File: config.mk
export PLATFORM = sky130hd
export DESIGN_NAME = alu_op_sequencer
export DESIGN_NICKNAME = d
export VERILOG_FILES = /design/src/rtl/alu_seq_pkg.sv /design/src/rtl/alu_seq_regfile.sv /design/src/rtl/alu_op_sequencer.sv
export SDC_FILE = /design/constraint.sdc
export NUM_CORES = 1
export LEC_CHECK = 0
export CAP_MARGIN = 20
export CORE_MARGIN = 4
export CORE_UTILIZATION = 55
export DETAILED_ROUTE_END_ITERATION = 8
export GPL_TIMING_DRIVEN = 1
export PLACE_DENSITY = 0.85
export SKIP_LAST_GASP = 1
export SLEW_MARGIN = 20
export SYNTH_ARGS = -nofsm -noshare
export SYNTH_HDL_FRONTEND = slang
export SYNTH_SLANG_ARGS = --single-unit
File: constraint.sdc
create_clock -name clk -period 4.8 [get_ports clk]
set_input_delay 0.96 -clock clk [delete_from_list [all_inputs] [get_ports clk]]
set_output_delay 0.96 -clock clk [all_outputs]
set_load 0.1 [all_outputs]
File: src/rtl/alu_seq_pkg.sv
// alu_seq_pkg: op codes, default sizes and FSM state type
// shared by the ALU command sequencer files.
package alu_seq_pkg;

  localparam int W_DEF    = 12;
  localparam int NREG_DEF = 4;

  localparam logic [2:0] SHR_A = 3'd0;
  localparam logic [2:0] SHL_B = 3'd1;
  localparam logic [2:0] AND   = 3'd2;
  localparam logic [2:0] OR    = 3'd3;
  localparam logic [2:0] XOR   = 3'd4;
  localparam logic [2:0] NOT_A = 3'd5;
  localparam logic [2:0] ADD   = 3'd6;
  localparam logic [2:0] SUB   = 3'd7;

  typedef enum logic [1:0] {
    IDLE,
    ISSUE,
    RESP
  } state_t;

endpackage

File: src/rtl/alu_seq_regfile.sv
// alu_seq_regfile: NREG x W operand store, two async
// read ports, one sync write port, async clear.
module alu_seq_regfile
  import alu_seq_pkg::*;
#(
  parameter int W    = W_DEF,
  parameter int NREG = NREG_DEF
) (
  input  logic                    clk,
  input  logic                    rst,
  input  logic                    we,
  input  logic [$clog2(NREG)-1:0] waddr,
  input  logic [W-1:0]            wdata,
  input  logic [$clog2(NREG)-1:0] raddr_a,
  output logic [W-1:0]            rdata_a,
  input  logic [$clog2(NREG)-1:0] raddr_b,
  output logic [W-1:0]            rdata_b
);

  logic [W-1:0] mem [NREG];

  always_ff @(posedge clk or posedge rst) begin
    if (rst) begin
      for (int i = 0; i < NREG; i++) begin
        mem[i] <= '0;
      end
    end else if (we) begin
      mem[waddr] <= wdata;
    end
  end

  assign rdata_a = mem[raddr_a];
  assign rdata_b = mem[raddr_b];

endmodule

File: src/rtl/alu_op_sequencer.sv
// alu_op_sequencer: serial issue of ALU commands with writeback.
// Optional sticky overflow flag via ALU_SEQ_STICKY_OV_EN.
module alu_op_sequencer
  import alu_seq_pkg::*;
#(
  parameter int W    = W_DEF,
  parameter int NREG = NREG_DEF
) (
  input  logic                    clk,
  input  logic                    rst,
  input  logic                    cmd_valid,
  output logic                    cmd_ready,
  input  logic [2:0]              cmd_op,
  input  logic [$clog2(NREG)-1:0] cmd_ra,
  input  logic [$clog2(NREG)-1:0] cmd_rb,
  input  logic [$clog2(NREG)-1:0] cmd_rd,
  input  logic                    cmd_imm_en,
  input  logic [W-1:0]            cmd_imm,
  output logic [W-1:0]            alu_a,
  output logic [W-1:0]            alu_b,
  output logic [2:0]              alu_op,
  input  logic [W-1:0]            alu_z,
  input  logic                    alu_cout,
  input  logic                    alu_sign,
  input  logic                    alu_ov,
  output logic                    res_valid,
  input  logic                    res_ready,
  output logic [W-1:0]            res_data,
  output logic                    res_c,
  output logic                    res_s,
  output logic                    res_v,
  output logic                    ov_sticky,
  input  logic                    ov_clr
);

  localparam int RW = $clog2(NREG);

  state_t       state;
  logic [RW-1:0] rd_q;
  logic [W-1:0]  rf_a;
  logic [W-1:0]  rf_b;
  logic          arith;

  alu_seq_regfile #(
    .W    (W),
    .NREG (NREG)
  ) u_rf (
    .clk     (clk),
    .rst     (rst),
    .we      (state == ISSUE),
    .waddr   (rd_q),
    .wdata   (alu_z),
    .raddr_a (cmd_ra),
    .rdata_a (rf_a),
    .raddr_b (cmd_rb),
    .rdata_b (rf_b)
  );

  assign cmd_ready = (state == IDLE);
  // carry and overflow only mean something for add/subtract
  assign arith = (alu_op == ADD) || (alu_op == SUB);

  always_ff @(posedge clk or posedge rst) begin
    if (rst) begin
      state     <= IDLE;
      rd_q      <= '0;
      alu_a     <= '0;
      alu_b     <= '0;
      alu_op    <= '0;
      res_valid <= 1'b0;
      res_data  <= '0;
      res_c     <= 1'b0;
      res_s     <= 1'b0;
      res_v     <= 1'b0;
    end else begin
      unique case (state)
        IDLE: begin
          if (cmd_valid) begin
            alu_a  <= rf_a;
            alu_b  <= cmd_imm_en ? cmd_imm : rf_b;
            alu_op <= cmd_op;
            rd_q   <= cmd_rd;
            state  <= ISSUE;
          end
        end
        ISSUE: begin
          res_data  <= alu_z;
          res_s     <= alu_sign;
          res_c     <= arith & alu_cout;
          res_v     <= arith & alu_ov;
          res_valid <= 1'b1;
          state     <= RESP;
        end
        RESP: begin
          if (res_ready) begin
            res_valid <= 1'b0;
            state     <= IDLE;
          end
        end
        default: state <= IDLE;
      endcase
    end
  end

`ifdef ALU_SEQ_STICKY_OV_EN
  // a new overflow beats a same-cycle clear
  always_ff @(posedge clk or posedge rst) begin
    if (rst) begin
      ov_sticky <= 1'b0;
    end else if (state == ISSUE && arith && alu_ov) begin
      ov_sticky <= 1'b1;
    end else if (ov_clr) begin
      ov_sticky <= 1'b0;
    end
  end
`else
  logic unused_ov_clr;
  assign unused_ov_clr = ov_clr;
  assign ov_sticky     = 1'b0;
`endif

endmodule

== Word level (Yosys, flattened, before mapping) ==
Cells that the tools add are included.
W data, S select, Z words.

* Flip-flop bits (word level): 95
* Latch bits: 0
* Bits in writable memories: 0
* ROM bits: 0
* Input bits: 42
* Word-level logic and storage cells: 51
* Memories: 0

* $add $sub $neg: 0
* Multipliers: 0
* Divide/modulo/power cells: 0
* $lt $le $gt $ge: 4
* Eq/ne operators: 6
* Shift operators: 0
* Multiplexer cells: 15
* Bitwise gates (word level): 5
* Reductions and logical operators: 7

{| class="wikitable"
|+ Operator list
! cell !! number
|-
| $mux W12 || 6
|-
| $bmux W12 S2 || 2
|-
| $bwmux W48 || 1
|-
| $demux W12 S2 || 1
|-
| $ge A3 B3 Y1 const B || 3
|-
| $not A2 Y3 || 3
|-
| $eq A3 B3 Y1 const B || 2
|-
| $pmux W2 S3 || 1
|-
| $reduce_and A2 Y1 || 3
|-
| $mux W2 || 2
|-
| $ne A2 B2 Y1 const B || 2
|-
| $lt A3 B1 Y1 const B || 1
|-
| $and A1 B1 Y1 || 2
|-
| $eq A2 B1 Y1 const B || 1
|-
| $eq A2 B2 Y1 const B || 1
|-
| $logic_not A2 Y1 || 1
|-
| $pmux W1 S2 || 1
|-
| $reduce_bool A2 Y1 || 1
|-
| $logic_and A1 B1 Y1 || 1
|-
| $logic_or A1 B1 Y1 || 1
|-
| $mux W1 || 1
|}

== Logic depth before layout (Yosys ltp) ==
Gate-level depths: netlist of run 1.

* Depth in word-level cells: 6
* Depth in mapped cells: 5
* Mapped depth without buffers: 3

== By module ==
From an unflattened synthesis of run 1, not the netlist that was laid out.

* Cells, all modules: 254
* Area total of the unflattened synthesis: 4327.9 µm²

{| class="wikitable"
|+ Modules (own cells, without submodules)
! module !! instances !! cells an instance !! area an instance (µm²)
|-
| alu_seq_regfile || 1 || 133 || 2368.5
|-
| alu_op_sequencer || 1 || 121 || 1959.4
|}

== Least setup slack after synthesis of run 1 ==
No wires, ideal clock.

* Path type: reg-to-output
* From: register state[0]
* To: output port cmd_ready
* Data arrival time: 1.690 ns
* Data required time: 3.840 ns
* Path slack: 2.150 ns
* Stages on the path, launching flop included: 2
* Buffers on the path: 0
* Cell sequence: dfrtp_1 -> nor2_1

* Cells in the longest elaborated chain, start to end: 1

{| class="wikitable"
|+ RTL lines
! item !! RTL line !! source
|-
| start, declared || alu_op_sequencer.sv:38 || <nowiki>state_t state;</nowiki>
|-
| start signal, assigned || alu_op_sequencer.sv:65 || <nowiki>state <= IDLE;</nowiki>
|-
| start signal, assigned || alu_op_sequencer.sv:83 || <nowiki>state <= ISSUE;</nowiki>
|-
| start signal, assigned || alu_op_sequencer.sv:92 || <nowiki>state <= RESP;</nowiki>
|-
| $logic_not A2 Y1 || alu_op_sequencer.sv:59 || <nowiki>assign cmd_ready = (state == IDLE);</nowiki>
|-
| end, declared || alu_op_sequencer.sv:12 || <nowiki>output logic cmd_ready,</nowiki>
|}

Every way passes these cells.

== Final worst setup path of run 1 ==
Same ends and word-level chain as after synthesis.

==> summary.md, run 1 <==
| Metric | Value |
|---|---|
| Met3 Wirelength | `~400 um` |
| HPWL after DPL | `about 6000 um` |
| H-Tree Level Count | `3` |
| Post-synth cell types | `21` |
| Setup TNS Final | `0 ns` |
| FF+latch count, synth | `between 90 and 100` |
| Ant diodes | `0` |
| Vias | `around 2.6k` |
| RSZ-0062 raised after global routing | `no` |
| Async SR Flop Fraction | `1.00` |
| Die Area | `between 9000 and 10,000 um^2` |
| Clk_lat worst skew | `roughly 0.34 ns` |
| Area leader, netlist | `dfrtp_1` |
| Slew margin rel. | `0.323` |
| Sink Count | `95` |
| Initial core utilization | `0.576` |
| Synth warnings | `0` |
| PortBufs | `84` |
| Post-Synthesis Cell Area | `~4300 um^2` |
| Row cnt | `31` |
| Root Buffer | `clkbuf_8` |
| Most numerous cell in the Yosys netlist | `dfrtp_1` |
| Min-delay worst type | `flip-flop to flip-flop` |
| Non-Filler Instances | `approximately 450` |
| Number of post-CTS setup repair buffers | `0` |
| Share of the synthesized area in the top cell type | `0.557` |
| Crit end category | `primary output` |
| Congestion Overflow GR | `0` |
| Final setup margin | `approximately 1.8 ns` |
| Synth Flop Type | `dfrtp_1` |
| Vias in the first global route | `2,752` |
| First-pass GRT wire length | `14,100 um` |
| Number of synthesized flops with an enable pin | `0` |
| Synth top area cells | `dfrtp_1 56%, mux2_2 21%, mux4_2 13%, mux2i_1 2.8%, a21oi_1 1.6%` |
| IO Count | `87` |
| Die height | `between 90 and 100 um` |
| Cells after DPL | `roughly 440` |
| WHS Path Cells | `1` |
| Layout fillers | `500` |
| Hold_ws | `about 0.5 ns` |
| Sequential area share after synthesis | `0.557` |
| Initial DRC Count | `110` |
| Highest Clock Rate | `around 0.33 GHz` |
| Initial antenna violation count | `0` |
| TritonCTS buffer count | `9` |
| Synth top cells by count | `95 x dfrtp_1, 78 x mux2_2, 24 x mux4_2, 14 x a21oi_1, 14 x nor2_1` |
| Period minus WS final | `3.04 ns` |
| # setup viols final | `0` |
| R2R cell count | `4` |
| M1 WL | `3620 um` |
| Top sig layer | `met4` |
| Fin crit share | `0.633` |
| # DRC | `0` |
| Worst slack, placed | `1.81 ns` |
| Max-Cap Viols | `0` |
| Met2 WL | `~4700 um` |
| Worst slew pin tran | `around 1.0 ns` |
| Syn nets | `310` |
| Sequential cell area | `roughly 2400 um^2` |
| Drt total wl | `8770 um` |
| Die X | `~96 um` |
| Core Box Area | `between 7000 and 8000 um^2` |
| RD Place Congestion | `around 0.7` |
| CTS clk-pin slew, worst paths | `about 0.08 ns` |
| WL/cell | `19.5 um` |
| # hold bufs at CTS | `0` |
| Vias per std cell | `between 5 and 6` |
| Pre-Repair DR Iteration Count | `4` |
| Max-slew violations | `0` |
| CTS resizes | `0` |
| Max clock buf depth | `2` |
| Worst Setup Start Kind | `flip-flop` |
| Outcome | `finished, final reports clean` |
| Arrival time worst endpoint | `2.08 ns` |
| Multi-input gate area | `between 1500 and 2000 um^2` |
| Syn Inst Count | `between 200 and 300` |
| Worst Path Max Fanout | `6` |
| Layout cell share with drive strength beyond 1 | `0.344` |
| Worst Path Required | `around 3.8 ns` |
| Pin count of the biggest net entering global routing | `73` |
| TritonCTS clock tree | `built` |
| Crit Path Class | `flip-flop to primary output` |
| Worst Skew | `about 0.0067 ns` |
| GR Util All Layers | `0.206` |
| ANT nets after route | `0` |
| Area delta synth->final | `24.5%` |
| Final nets | `392` |
| Post-Syn Area per Cell | `about 16 um^2` |
| Final hold viol count | `0` |
[area by class of cell]
type / instances / share of cell area
Multi-Input combinational cell: 155 / 0.337
Sequential cell: 95 / 0.447
Clock inverter: 1 / 0.00141
Tap cell: 99 / 0.0233
Timing Repair Buffer: 87 / 0.162
Clock buffer: 12 / 0.0273
Inverter: 2 / 0.00188
[layout by cell type (no fill, tap or decap)]
cell type | netlist | final
dfrtp_1 | 95 | 95
clkdlybuf4s50_1 | 0 | 84
mux2_2 | 78 | 78
mux4_2 | 24 | 24
nor2_1 | 14 | 14
a21oi_1 | 14 | 14
mux2i_1 | 12 | 12
clkbuf_8 | 0 | 10
nor3b_4 | 1 | 3
buf_4 | 4 | 3
nand2_1 | 2 | 2
a22o_1 | 2 | 2
clkbuf_1 | 1 | 2
nand2b_1 | 1 | 1
nor3_4 | 1 | 1
nand4b_1 | 1 | 1
inv_4 | 0 | 1
or2b_1 | 1 | 1
o21ai_0 | 1 | 1
inv_1 | 2 | 1
conb_1 | 1 | 1
clkinvlp_4 | 0 | 1
[final timing paths]
kind / startpoint / to / slack (ns)
max: state[0] / cmd_ready / 1.76
min: res_data[0] / res_data[0] / 0.51
max reg2reg: state[1] / u_rf.mem[31] / 2.63
min reg2reg: res_data[0] / res_data[0] / 0.51
max in group asynchronous: rst / u_rf.mem[17] / 2.78
min in group asynchronous: rst / alu_b[6] / 1.13
[worst max-delay path, stage by stage (launching register included)]
cell and delay (ns):
dfrtp_1 0.47, nor2_1 0.14, clkdlybuf4s50_1 1.14
[stage by stage]
stage	utilization	instance area, um^2
after detailed placement	0.696	5160
after global placement	0.696	5160
after floorplan	-	4270
after global routing	0.718	5320
final	0.718	5320
after CTS	0.717	5310
[registers in the layout (all words and copies together), names as in the netlist]
name and flops:
u_rf.mem 48, alu_a 12, alu_b 12, res_data 12, alu_op 3, rd_q 2
state 2, res_c 1, res_s 1, res_v 1, res_valid 1
[cell families after synthesis]
logic type | Yosys count | synth area share
buf+inv | 18 | 0.0270
other cells | 1 | 0.000878
mux | 114 | 0.360
flops | 95 | 0.557
compound gates | 17 | 0.0217
simple gates | 23 | 0.0334
[routing by layer]
layer | global-route usage | up-vias
li1 | - | 1157
met1 | 0.270 | 1366
met2 | 0.350 | 77
met3 | 0.0367 | 10
met4 | 0.0675 | 0
met5 | 0 | -
Power of run 1 is not shown: default switching activity piles up to over one toggle a cycle in this logic, so the estimate is an artifact.
==> inputs of run 2 (changes only) <==
CORE_UTILIZATION = 51   (was 55)
PLACE_DENSITY = 0.79   (was 0.85)
clock period = 3.05 ns   (was 4.8 ns; I/O delays follow)
==> run 2 against run 1 <==
Against the previous run: worst setup slack worse by 0.81 ns; sequential share of layout area hardly changed; first-iteration DRC count decreased by 6.4%; wire length decreased by 0.91%; core utilization is 6.7 points lower; cell area is essentially flat; register-to-register slack lost 1.7 ns; final cell count is 3.8% higher; hold slack improved by 0.0037 ns.
==> summary.md, run 2 (synthesis gave the netlist of run 1 again) <==
| Metric | Value |
|---|---|
| IO Count | `a little under 90` |
| Area delta synth->final | `24.6%` |
| Period minus WS final | `2.10 ns` |
| Highest Clock Rate | `0.476 GHz` |
| Cell area after layout | `approximately 5300 um^2` |
| Cells after DPL | `around 460` |
| TritonCTS buffer count | `9` |
| Met3 Use GR | `0.0393` |
| Die Area | `9900 um^2` |
| GR Util All Layers | `0.187` |
| Non-Filler Instances | `between 400 and 500` |
| Drt total wl | `approximately 8700 um` |
| Number of post-CTS setup repair buffers | `0` |
| Max-slew violations | `0` |
| Worst Setup Start Kind | `flip-flop` |
| Vias | `2,614` |
| Worst Skew | `around 0.0054 ns` |
| Max incr delay on CP | `~0.59 ns` |
| Pin count of the biggest net entering global routing | `47` |
| Busiest grt layer | `met2` |
| Leading cell type in the layout, fill and taps excluded | `dfrtp_1` |
| Core Box Area | `a little over 8000 um^2` |
| Initial antenna violation count | `0` |
| Die height | `around 100 um` |
| Layout cell share with drive strength beyond 1 | `0.485` |
| Initial DRC Count | `~100` |
| Max clock buf depth | `2` |
| Worst slew pin tran | `just under 0.9 ns` |
| Crit end category | `flip-flop` |
| CTS clk-pin slew, worst paths | `around 0.080 ns` |
| Setup TNS Final | `0 ns` |
| Outcome | `finished, final reports clean` |
| RSZ-0062 raised after global routing | `no` |
| Slew margin rel. | `0.408` |
| ANT nets after route | `0` |
| Crit-path cells | `nand2b_1 -> nor3b_2 -> buf_4 -> mux2_2` |
| Pre-Repair DR Iteration Count | `4` |
| Arrival time worst endpoint | `about 2.3 ns` |
| Final Util | `0.651` |
| WL/cell | `roughly 19 um` |
| TritonCTS clock tree | `built` |
| First-pass GRT wire length | `about 14,000 um` |
| Dpl cell area | `5150 um^2` |
| Met2 usage | `0.312` |
| Clk_lat worst skew | `roughly 0.34 ns` |
| Row cnt | `33` |
| H-Tree Level Count | `3` |
| CTS resizes | `0` |
| Sink Count | `95` |
| M1 GR Usage | `0.247` |
| Min-delay worst type | `flip-flop to flip-flop` |
| Max-Cap Viols | `0` |
| Most frequent cells in the layout | `95 x dfrtp_1, 78 x mux2_2, 57 x buf_4` |
| Crit Path Class | `flip-flop to flip-flop` |
| Worst Path Required | `3.28 ns` |
| Ant diodes | `0` |
| # hold bufs at CTS | `0` |
| Congestion Overflow GR | `0` |
| Vias in the first global route | `approximately 2.8k` |
| Worst Path Max Fanout | `13` |
| Initial core utilization | `0.522` |
| Final hold viol count | `0` |
| Biggest register | `u_rf.mem` |
| Fin crit share | `0.688` |
| HPWL after DPL | `6210 um` |
| # DRC | `0` |
| # setup viols final | `0` |
| Final nets | `~400` |
| PortBufs | `84` |
| Largest register FFs | `48` |
| RD Place Congestion | `slightly below 0.7` |
| CP max stage cell | `nand2b_1` |
| Vias per std cell | `5.59` |
| Root Buffer | `clkbuf_8` |
| Die X | `approximately 100 um` |
==> run 2: area by class of cell <==
class | instances | area (um^2)
Clock inverter | 2 | 35.0
Sequential cell | 95 | 2380
Timing Repair Buffer | 98 | 848
Inverter | 2 | 11.3
Tap cell | 105 | 131
Clock buffer | 11 | 131
Fill cell | 615 | 2860
Multi-Input combinational cell | 155 | 1780
==> run 2: per-layer routing <==
metal	vias up	part of all wire	wire (um)
li1	1176	-	-
met1	1357	0.42	3690
met2	67	0.51	4460
met3	14	0.047	410
met4	0	0.014	124
met5	-	0	0
==> run 2: critical path, delay by kind of cell (launching register included) <==
kind,cells,cell delay [ns]
DFF,1,0.46
and+or+nand+nor,2,0.91
buffers and inverters,1,0.25
muxes,1,0.36
==> run 2: per-stage QoR <==
stage | setup WS (ns) | hold slack, ns
after CTS | 0.908 | 0.516
final | 0.950 | 0.511
after global placement | 0.600 | 0.488
after detailed placement | 0.577 | 0.496
after global routing | 0.795 | 0.535
after floorplan | 0.750 | 0.491
==> run 2: worst paths after layout <==
| kind | from | endpoint | slack [ns] | cells after the start |
|---|---|---|---|---|
| min in group asynchronous | rst | alu_a[11] | 0.64 | 2 |
| setup reg to reg | state[1] | u_rf.mem[13] | 0.95 | 4 |
| hold / removal | res_data[10] | res_data[10] | 0.51 | 1 |
| setup / recovery | state[1] | u_rf.mem[13] | 0.95 | 4 |
| max in group asynchronous | rst | u_rf.mem[0] | 1.69 | 3 |
| hold reg to reg | res_data[10] | res_data[10] | 0.51 | 1 |
Power of run 2 is left out for the same reason.
